===== config.mk =====
export PLATFORM = sky130hd
export DESIGN_NAME = sync_fifo_ram_rd_ctrl
export DESIGN_NICKNAME = d
export VERILOG_FILES = /design/src/rtl/sync_fifo_ram_rd_ctrl.sv
export SDC_FILE = /design/constraint.sdc
export NUM_CORES = 1
export LEC_CHECK = 0
export BUFFER_PORTS_ARGS = -buffer_cell sky130_fd_sc_hd__clkbuf_2
export CAP_MARGIN = 20
export CORE_MARGIN = 2
export CORE_UTILIZATION = 25
export DETAILED_ROUTE_END_ITERATION = 7
export PLACE_DENSITY = 0.53
export SLEW_MARGIN = 10
export SYNTH_ARGS = -nofsm -noshare
export SYNTH_HDL_FRONTEND = slang
export SYNTH_SLANG_ARGS = --single-unit

===== constraint.sdc =====
create_clock -name clk -period 2.84 [get_ports clk]
set_input_delay 0.426 -clock clk [delete_from_list [all_inputs] [get_ports clk]]
set_output_delay 0.426 -clock clk [all_outputs]
set_load 0.05 [all_outputs]

===== src/rtl/sync_fifo_ram_rd_ctrl.sv =====
// rtl/sync_fifo_ram_rd_ctrl.sv - single-clock FIFO controller in front of a two-port ECC RAM wrapper
//
// Purpose:
//   Writes go straight to wrapper port A. Reads are prefetched through the
//   wrapper's RD_LATENCY-cycle read pipeline on port B into a small output
//   buffer. The buffer head is presented on a valid/ready interface together
//   with the per-word ECC single/double error flags.
//
// Ports:
//   clk, rst_n           clock (also both wrapper clocks), async active-low reset
//   wr_vld/wr_rdy/wr_data            producer write handshake
//   rd_vld/rd_rdy/rd_data            consumer read handshake
//   rd_serr/rd_derr                  ECC flags of the head word
//   fifo_cnt                         words held: RAM + in flight + buffer
//   ram_csa/ram_wea/ram_aa/ram_da    wrapper port A (write)
//   ram_csb/ram_reb/ram_ab           wrapper port B (read issue)
//   ram_qb/ram_serr/ram_derr         wrapper read return
//   err_clr, serr_cnt, derr_cnt      ECC error counters
//
// Optional feature macro: FIFO_ECC_ERR_CNT_EN
//   defined   : serr_cnt/derr_cnt count popped flagged words, saturating,
//               cleared by err_clr
//   undefined : serr_cnt = derr_cnt = 0, err_clr ignored
module sync_fifo_ram_rd_ctrl #(
   parameter int ADDR_WIDTH = 5,
   parameter int DATA_WIDTH = 140,
   parameter int RD_LATENCY = 2,
   parameter int BUF_DEPTH  = 4
) (
   input  logic                  clk,
   input  logic                  rst_n,
   input  logic                  wr_vld,
   output logic                  wr_rdy,
   input  logic [DATA_WIDTH-1:0] wr_data,
   output logic                  rd_vld,
   input  logic                  rd_rdy,
   output logic [DATA_WIDTH-1:0] rd_data,
   output logic                  rd_serr,
   output logic                  rd_derr,
   output logic [ADDR_WIDTH+1:0] fifo_cnt,
   output logic                  ram_csa,
   output logic                  ram_wea,
   output logic [ADDR_WIDTH-1:0] ram_aa,
   output logic [DATA_WIDTH-1:0] ram_da,
   output logic                  ram_csb,
   output logic                  ram_reb,
   output logic [ADDR_WIDTH-1:0] ram_ab,
   input  logic [DATA_WIDTH-1:0] ram_qb,
   input  logic                  ram_serr,
   input  logic                  ram_derr,
   input  logic                  err_clr,
   output logic [15:0]           serr_cnt,
   output logic [15:0]           derr_cnt
);

   localparam int CW  = ADDR_WIDTH + 2;
   localparam int BPW = (BUF_DEPTH > 1) ? $clog2(BUF_DEPTH) : 1;
   localparam int EW  = DATA_WIDTH + 2;

   logic [ADDR_WIDTH-1:0] r_wptr;
   logic [ADDR_WIDTH-1:0] r_rptr;
   logic [ADDR_WIDTH:0]   r_mem_cnt;
   logic [RD_LATENCY-1:0] r_rd_sr;
   logic [CW-1:0]         r_buf_cnt;
   logic [BPW-1:0]        r_head;
   logic [BPW-1:0]        r_tail;
   logic [EW-1:0]         r_buf [BUF_DEPTH];

   logic                  w_wr;
   logic                  w_iss;
   logic                  w_ret;
   logic                  w_pop;
   logic [CW-1:0]         w_inflight;
   logic [EW-1:0]         w_head;

   function automatic logic [BPW-1:0] f_bnext(input logic [BPW-1:0] p);
      return (p == BPW'(BUF_DEPTH - 1)) ? '0 : p + 1'b1;
   endfunction

   // mem_cnt never exceeds DEPTH = 1<<ADDR_WIDTH, so its MSB alone marks full
   assign wr_rdy = ~r_mem_cnt[ADDR_WIDTH];
   assign w_wr   = wr_vld & wr_rdy;

   always_comb begin
      w_inflight = '0;
      for (int i = 0; i < RD_LATENCY; i++) begin
         w_inflight = w_inflight + CW'(r_rd_sr[i]);
      end
   end

   // Credit check: every in-flight read already owns a buffer slot, so the
   // buffer can never overflow when its return lands.
   assign w_iss = (r_mem_cnt != '0) && ((w_inflight + r_buf_cnt) < CW'(BUF_DEPTH));
   assign w_ret = r_rd_sr[RD_LATENCY-1];

   assign rd_vld  = (r_buf_cnt != '0);
   assign w_pop   = rd_vld & rd_rdy;
   assign w_head  = r_buf[r_head];
   assign rd_data = w_head[EW-1:2];
   assign rd_serr = w_head[1];
   assign rd_derr = w_head[0];

   assign fifo_cnt = CW'(r_mem_cnt) + w_inflight + r_buf_cnt;

   assign ram_csa = w_wr;
   assign ram_wea = w_wr;
   assign ram_aa  = r_wptr;
   assign ram_da  = w_wr ? wr_data : '0;
   assign ram_csb = w_iss;
   assign ram_reb = w_iss;
   assign ram_ab  = r_rptr;

   always_ff @(posedge clk or negedge rst_n) begin
      if (!rst_n) begin
         r_wptr    <= '0;
         r_rptr    <= '0;
         r_mem_cnt <= '0;
         r_rd_sr   <= '0;
         r_buf_cnt <= '0;
         r_head    <= '0;
         r_tail    <= '0;
         for (int i = 0; i < BUF_DEPTH; i++) begin
            r_buf[i] <= '0;
         end
      end else begin
         if (w_wr) begin
            r_wptr <= r_wptr + 1'b1;
         end
         if (w_iss) begin
            r_rptr <= r_rptr + 1'b1;
         end
         if (w_wr && !w_iss) begin
            r_mem_cnt <= r_mem_cnt + 1'b1;
         end else if (!w_wr && w_iss) begin
            r_mem_cnt <= r_mem_cnt - 1'b1;
         end
         // Valid bit rides alongside the wrapper's read pipeline
         r_rd_sr <= (r_rd_sr << 1) | RD_LATENCY'(w_iss);
         if (w_ret) begin
            r_buf[r_tail] <= {ram_qb, ram_serr, ram_derr};
            r_tail        <= f_bnext(r_tail);
         end
         if (w_pop) begin
            r_head <= f_bnext(r_head);
         end
         if (w_ret && !w_pop) begin
            r_buf_cnt <= r_buf_cnt + 1'b1;
         end else if (!w_ret && w_pop) begin
            r_buf_cnt <= r_buf_cnt - 1'b1;
         end
      end
   end

`ifdef FIFO_ECC_ERR_CNT_EN
   logic [15:0] r_serr_cnt;
   logic [15:0] r_derr_cnt;

   always_ff @(posedge clk or negedge rst_n) begin
      if (!rst_n) begin
         r_serr_cnt <= '0;
         r_derr_cnt <= '0;
      end else if (err_clr) begin
         r_serr_cnt <= '0;
         r_derr_cnt <= '0;
      end else if (w_pop) begin
         if (rd_serr && (r_serr_cnt != 16'hFFFF)) begin
            r_serr_cnt <= r_serr_cnt + 1'b1;
         end
         if (rd_derr && (r_derr_cnt != 16'hFFFF)) begin
            r_derr_cnt <= r_derr_cnt + 1'b1;
         end
      end
   end

   assign serr_cnt = r_serr_cnt;
   assign derr_cnt = r_derr_cnt;
`else
   logic w_unused_err_clr;
   assign w_unused_err_clr = err_clr;
   assign serr_cnt = '0;
   assign derr_cnt = '0;
`endif

endmodule


==> impl_metrics.env <==
export IMPL_status="finished, violations left"
export IMPL_violations="setup timing"
export IMPL_netlist_instances=1754
export IMPL_grt_ovfl_total=0
export IMPL_cts_buffers=71
export IMPL_setup_viol_count_final=11
export IMPL_fillers=10635
export IMPL_cap_violations=0
export IMPL_port_buffers=590
export IMPL_num_rows=121
export IMPL_cts_sinks=597
export IMPL_synth_flop_cell="dfrtp_1"
export IMPL_initial_core_util_pct=25.2
export IMPL_synth_top_area_share_pct=54.5
export IMPL_worstPathRequired_ns=2.41
export IMPL_whs_ns=0.0599
export IMPL_netlist_top_cells_area="dfrtp_1, mux2_2, mux4_2"
export IMPL_irDropWorstVdd_mv=1.73
export IMPL_cts_tree="built"
export IMPL_antenna_left=0
export IMPL_die_w_um=335
export IMPL_syn_area_per_cell_um2=15.6
export IMPL_avgRoutedWirePerCell_um=22.9
export IMPL_gp_congestion=1.02
export IMPL_ys_warn_count=0
export IMPL_async_flop_share_pct=100
export IMPL_p_per_area_mw_per_mm2=1480
export IMPL_ys_seq_area_share_pct=54.5
export IMPL_hold_viol_final=0
export IMPL_die_y_um=335
export IMPL_cts_htree_levels=3
export IMPL_wirelength_um=89000
export IMPL_critPathMaxFanout=2
export IMPL_ios=624
export IMPL_r2r_end="r_mem_cnt[5]"
export IMPL_synth_edf_count=0
export IMPL_core_area_mm2=0.109
export IMPL_fmax_mhz=299
export IMPL_utilization_pct=32.6
export IMPL_drive_above_1_share_pct=63.6
export IMPL_critPathCaptureType="output pin"
export IMPL_synth_cell_types=39
export IMPL_grt_pass1_vias=19779
export IMPL_synth_area_mm2=0.0274
export IMPL_vias_per_cell=4.53
export IMPL_first_pass_iters=6
export IMPL_clock_latency_ns=0.64
export IMPL_grt_max_degree=86
export IMPL_timing_rr_start="r_rd_sr[1]"
export IMPL_grt_total_usage_pct=15.7
export IMPL_cp_start_kind="register"
export IMPL_worst_slack_ns=-0.509
export IMPL_ys_ff_latch=597
export IMPL_endpoint="fifo_cnt[5]"
export IMPL_die_area_mm2=0.112
export IMPL_drcViolationCount=0
export IMPL_hpwl_um=63900
export IMPL_synthToLayoutAreaGrowth_pct=29.5
export IMPL_synth_area_leader_cell="dfrtp_1"
export IMPL_nets=2723
export IMPL_tns_ns=-3.68
export IMPL_p_leak_uw=0.0158
export IMPL_maxSlewViolCount=0
export IMPL_cts_root_buf="clkbuf_16"
export IMPL_dp_cells=3721
export IMPL_final_cells=3883
export IMPL_reg2reg_depth=15
export IMPL_slew_headroom_pct=43.2
export IMPL_vias=17584
export IMPL_cp_data_arrival_time_ns=2.92
export IMPL_antenna_found_initial=24
export IMPL_rrSetupSlack_ns=-0.28
export IMPL_clock_skew_final_ns=0.0210
export IMPL_cts_clk_slew_worst_paths_ns=0.06
export IMPL_post_route_min_period_ns=3.35
export IMPL_min_path_type="in2reg"
export IMPL_worst_setup_path_type="reg2out"
export IMPL_initialDrtViolationCount=636
export IMPL_period_share_pct=118
export IMPL_cts_buffer_depth=3
export IMPL_worstMarginPinSlew_ns=0.852
export IMPL_rsz0062_at_grt="true"
export IMPL_crit_path_start="r_rd_sr[1]"
export IMPL_grt_pass1_wl_um=131000
## layout make-up
cell class	count	area [um2]	area share, %
flip-flops and latches	597	14900	42.1
repair buffers	689	4340	12.2
clock inverters	24	219	0.616
inverters	12	62.6	0.176
clock buffers	102	2110	5.95
well taps	1414	1770	4.98
multi-input cells	1031	12000	33.9
diodes	14	35.0	0.0986
## how the worst min path moves through the flow
stage                startpoint         end  slack (ns)  cells after the start
finish              ram_qb[112]  r_buf[256]        0.06                      2
global route        ram_qb[110]  r_buf[112]        0.03                      2
CTS                 ram_qb[112]  r_buf[256]       0.008                      2
detailed placement   r_rd_sr[0]  r_rd_sr[1]        0.37                      0
global placement     r_rd_sr[0]  r_rd_sr[1]        0.37                      0
floorplan                 rst_n    r_buf[0]        0.13                      0
## flip-flops by register name, indices dropped and copies added (netlist names)
signal / count
r_buf: 568
r_buf_cnt: 7
r_mem_cnt: 6
ram_aa: 5
ram_ab: 5
r_head: 2
r_rd_sr: 2
r_tail: 2
## metrics by stage
| step | total power, uW | setup WS [ns] | area (um2) |
|---|---|---|---|
| floorplan | 35200 | -0.0705 | 27600 |
| global placement | 41800 | -0.188 | 32500 |
| detailed placement | 42800 | -0.151 | 32500 |
| CTS | 53100 | -0.569 | 35400 |
| global route | 55300 | -0.649 | 35500 |
| finish | 52600 | -0.509 | 35500 |
## cells by family (layout without fill, tap and decap cells)
| kind of cell | after synthesis | count (layout) | share of synthesized area [%] |
|---|---|---|---|
| muxes | 716 | 716 | 35.2 |
| adders and majority gates | 34 | 34 | 1.69 |
| AOI/OAI and AO/OA | 35 | 35 | 0.803 |
| buffers and inverters | 157 | 827 | 3.01 |
| and+or+nand+nor | 193 | 193 | 4.13 |
| DFF | 597 | 597 | 54.5 |
| xor gates and xnor gates | 21 | 21 | 0.671 |
| other | 1 | 46 | 0.0137 |
## timing repair
action                                 4_1_cts  5_1_grt
setup endpoints to repair                  106       59
resized for setup                           80       38
endpoints found under the hold margin       65        0
pin swaps                                   19        6
hold buffers                                 1        0
setup buffers                               15        2
gates cloned                                 3        1
## where the power goes
group	total [uW]	leakage (uW)	internal, uW	switching [uW]
registers	15200	0.00697	12900	2290
clock network	9040	0.00116	5300	3730
logic	28300	0.00769	11200	17100
total	52600	0.0158	29400	23200
## critical path, cell delays in order (launching register included)
cell and delay (ns):
dfrtp_1 0.41, ha_4 0.18, fa_1 0.52, ha_2 0.20, inv_2 0.04, fa_2 0.35, inv_2 0.06, a21o_1 0.11
a21oi_2 0.06, xnor2_2 0.20, buf_12 0.17
## metal layers
layer	share of wire, %	GRT usage, %	wire, um	up-vias
met1	35	16.1	31200	9294
met2	55	29.2	48800	513
met4	3.2	6.50	2840	10
met5	0.078	0	69	-
met3	6.8	4.85	6090	110
li1	-	-	-	7657
## cell usage in the layout, fill, tap and decap left out, drive strengths merged, types with 2 or more instances in the layout
| cell | synthesis | layout |
|---|---|---|
| clkbuf | 25 | 670 |
| dfrtp | 597 | 597 |
| mux2 | 574 | 574 |
| mux4 | 142 | 142 |
| and2 | 140 | 140 |
| buf | 120 | 119 |
| conb | 1 | 32 |
| ha | 29 | 29 |
| nand2 | 23 | 23 |
| clkinv | 1 | 18 |
| xnor2 | 16 | 16 |
| inv | 11 | 16 |
| diode | 0 | 14 |
| nor2 | 11 | 11 |
| o21ai | 9 | 9 |
| a21oi | 9 | 9 |
| a21o | 5 | 5 |
| xor2 | 5 | 5 |
| fa | 5 | 5 |
| nand4 | 4 | 4 |
| a211oi | 4 | 4 |
| nor3 | 3 | 3 |
| nand3 | 3 | 3 |
| o31ai | 3 | 3 |
| nor3b | 2 | 2 |
| or4 | 2 | 2 |
| nor2b | 2 | 2 |
## Yosys cell counts, drive strengths merged (2+ instances only)
cell / count
or4: 2
nand2: 23
inv: 11
xor2: 5
nor2b: 2
nor2: 11
nand3: 3
ha: 29
mux4: 142
xnor2: 16
a21oi: 9
clkbuf: 25
o31ai: 3
buf: 120
nor3b: 2
mux2: 574
nor3: 3
a211oi: 4
nand4: 4
a21o: 5
fa: 5
dfrtp: 597
and2: 140
o21ai: 9
No activity file was read; power rests on OpenSTA's default activity.
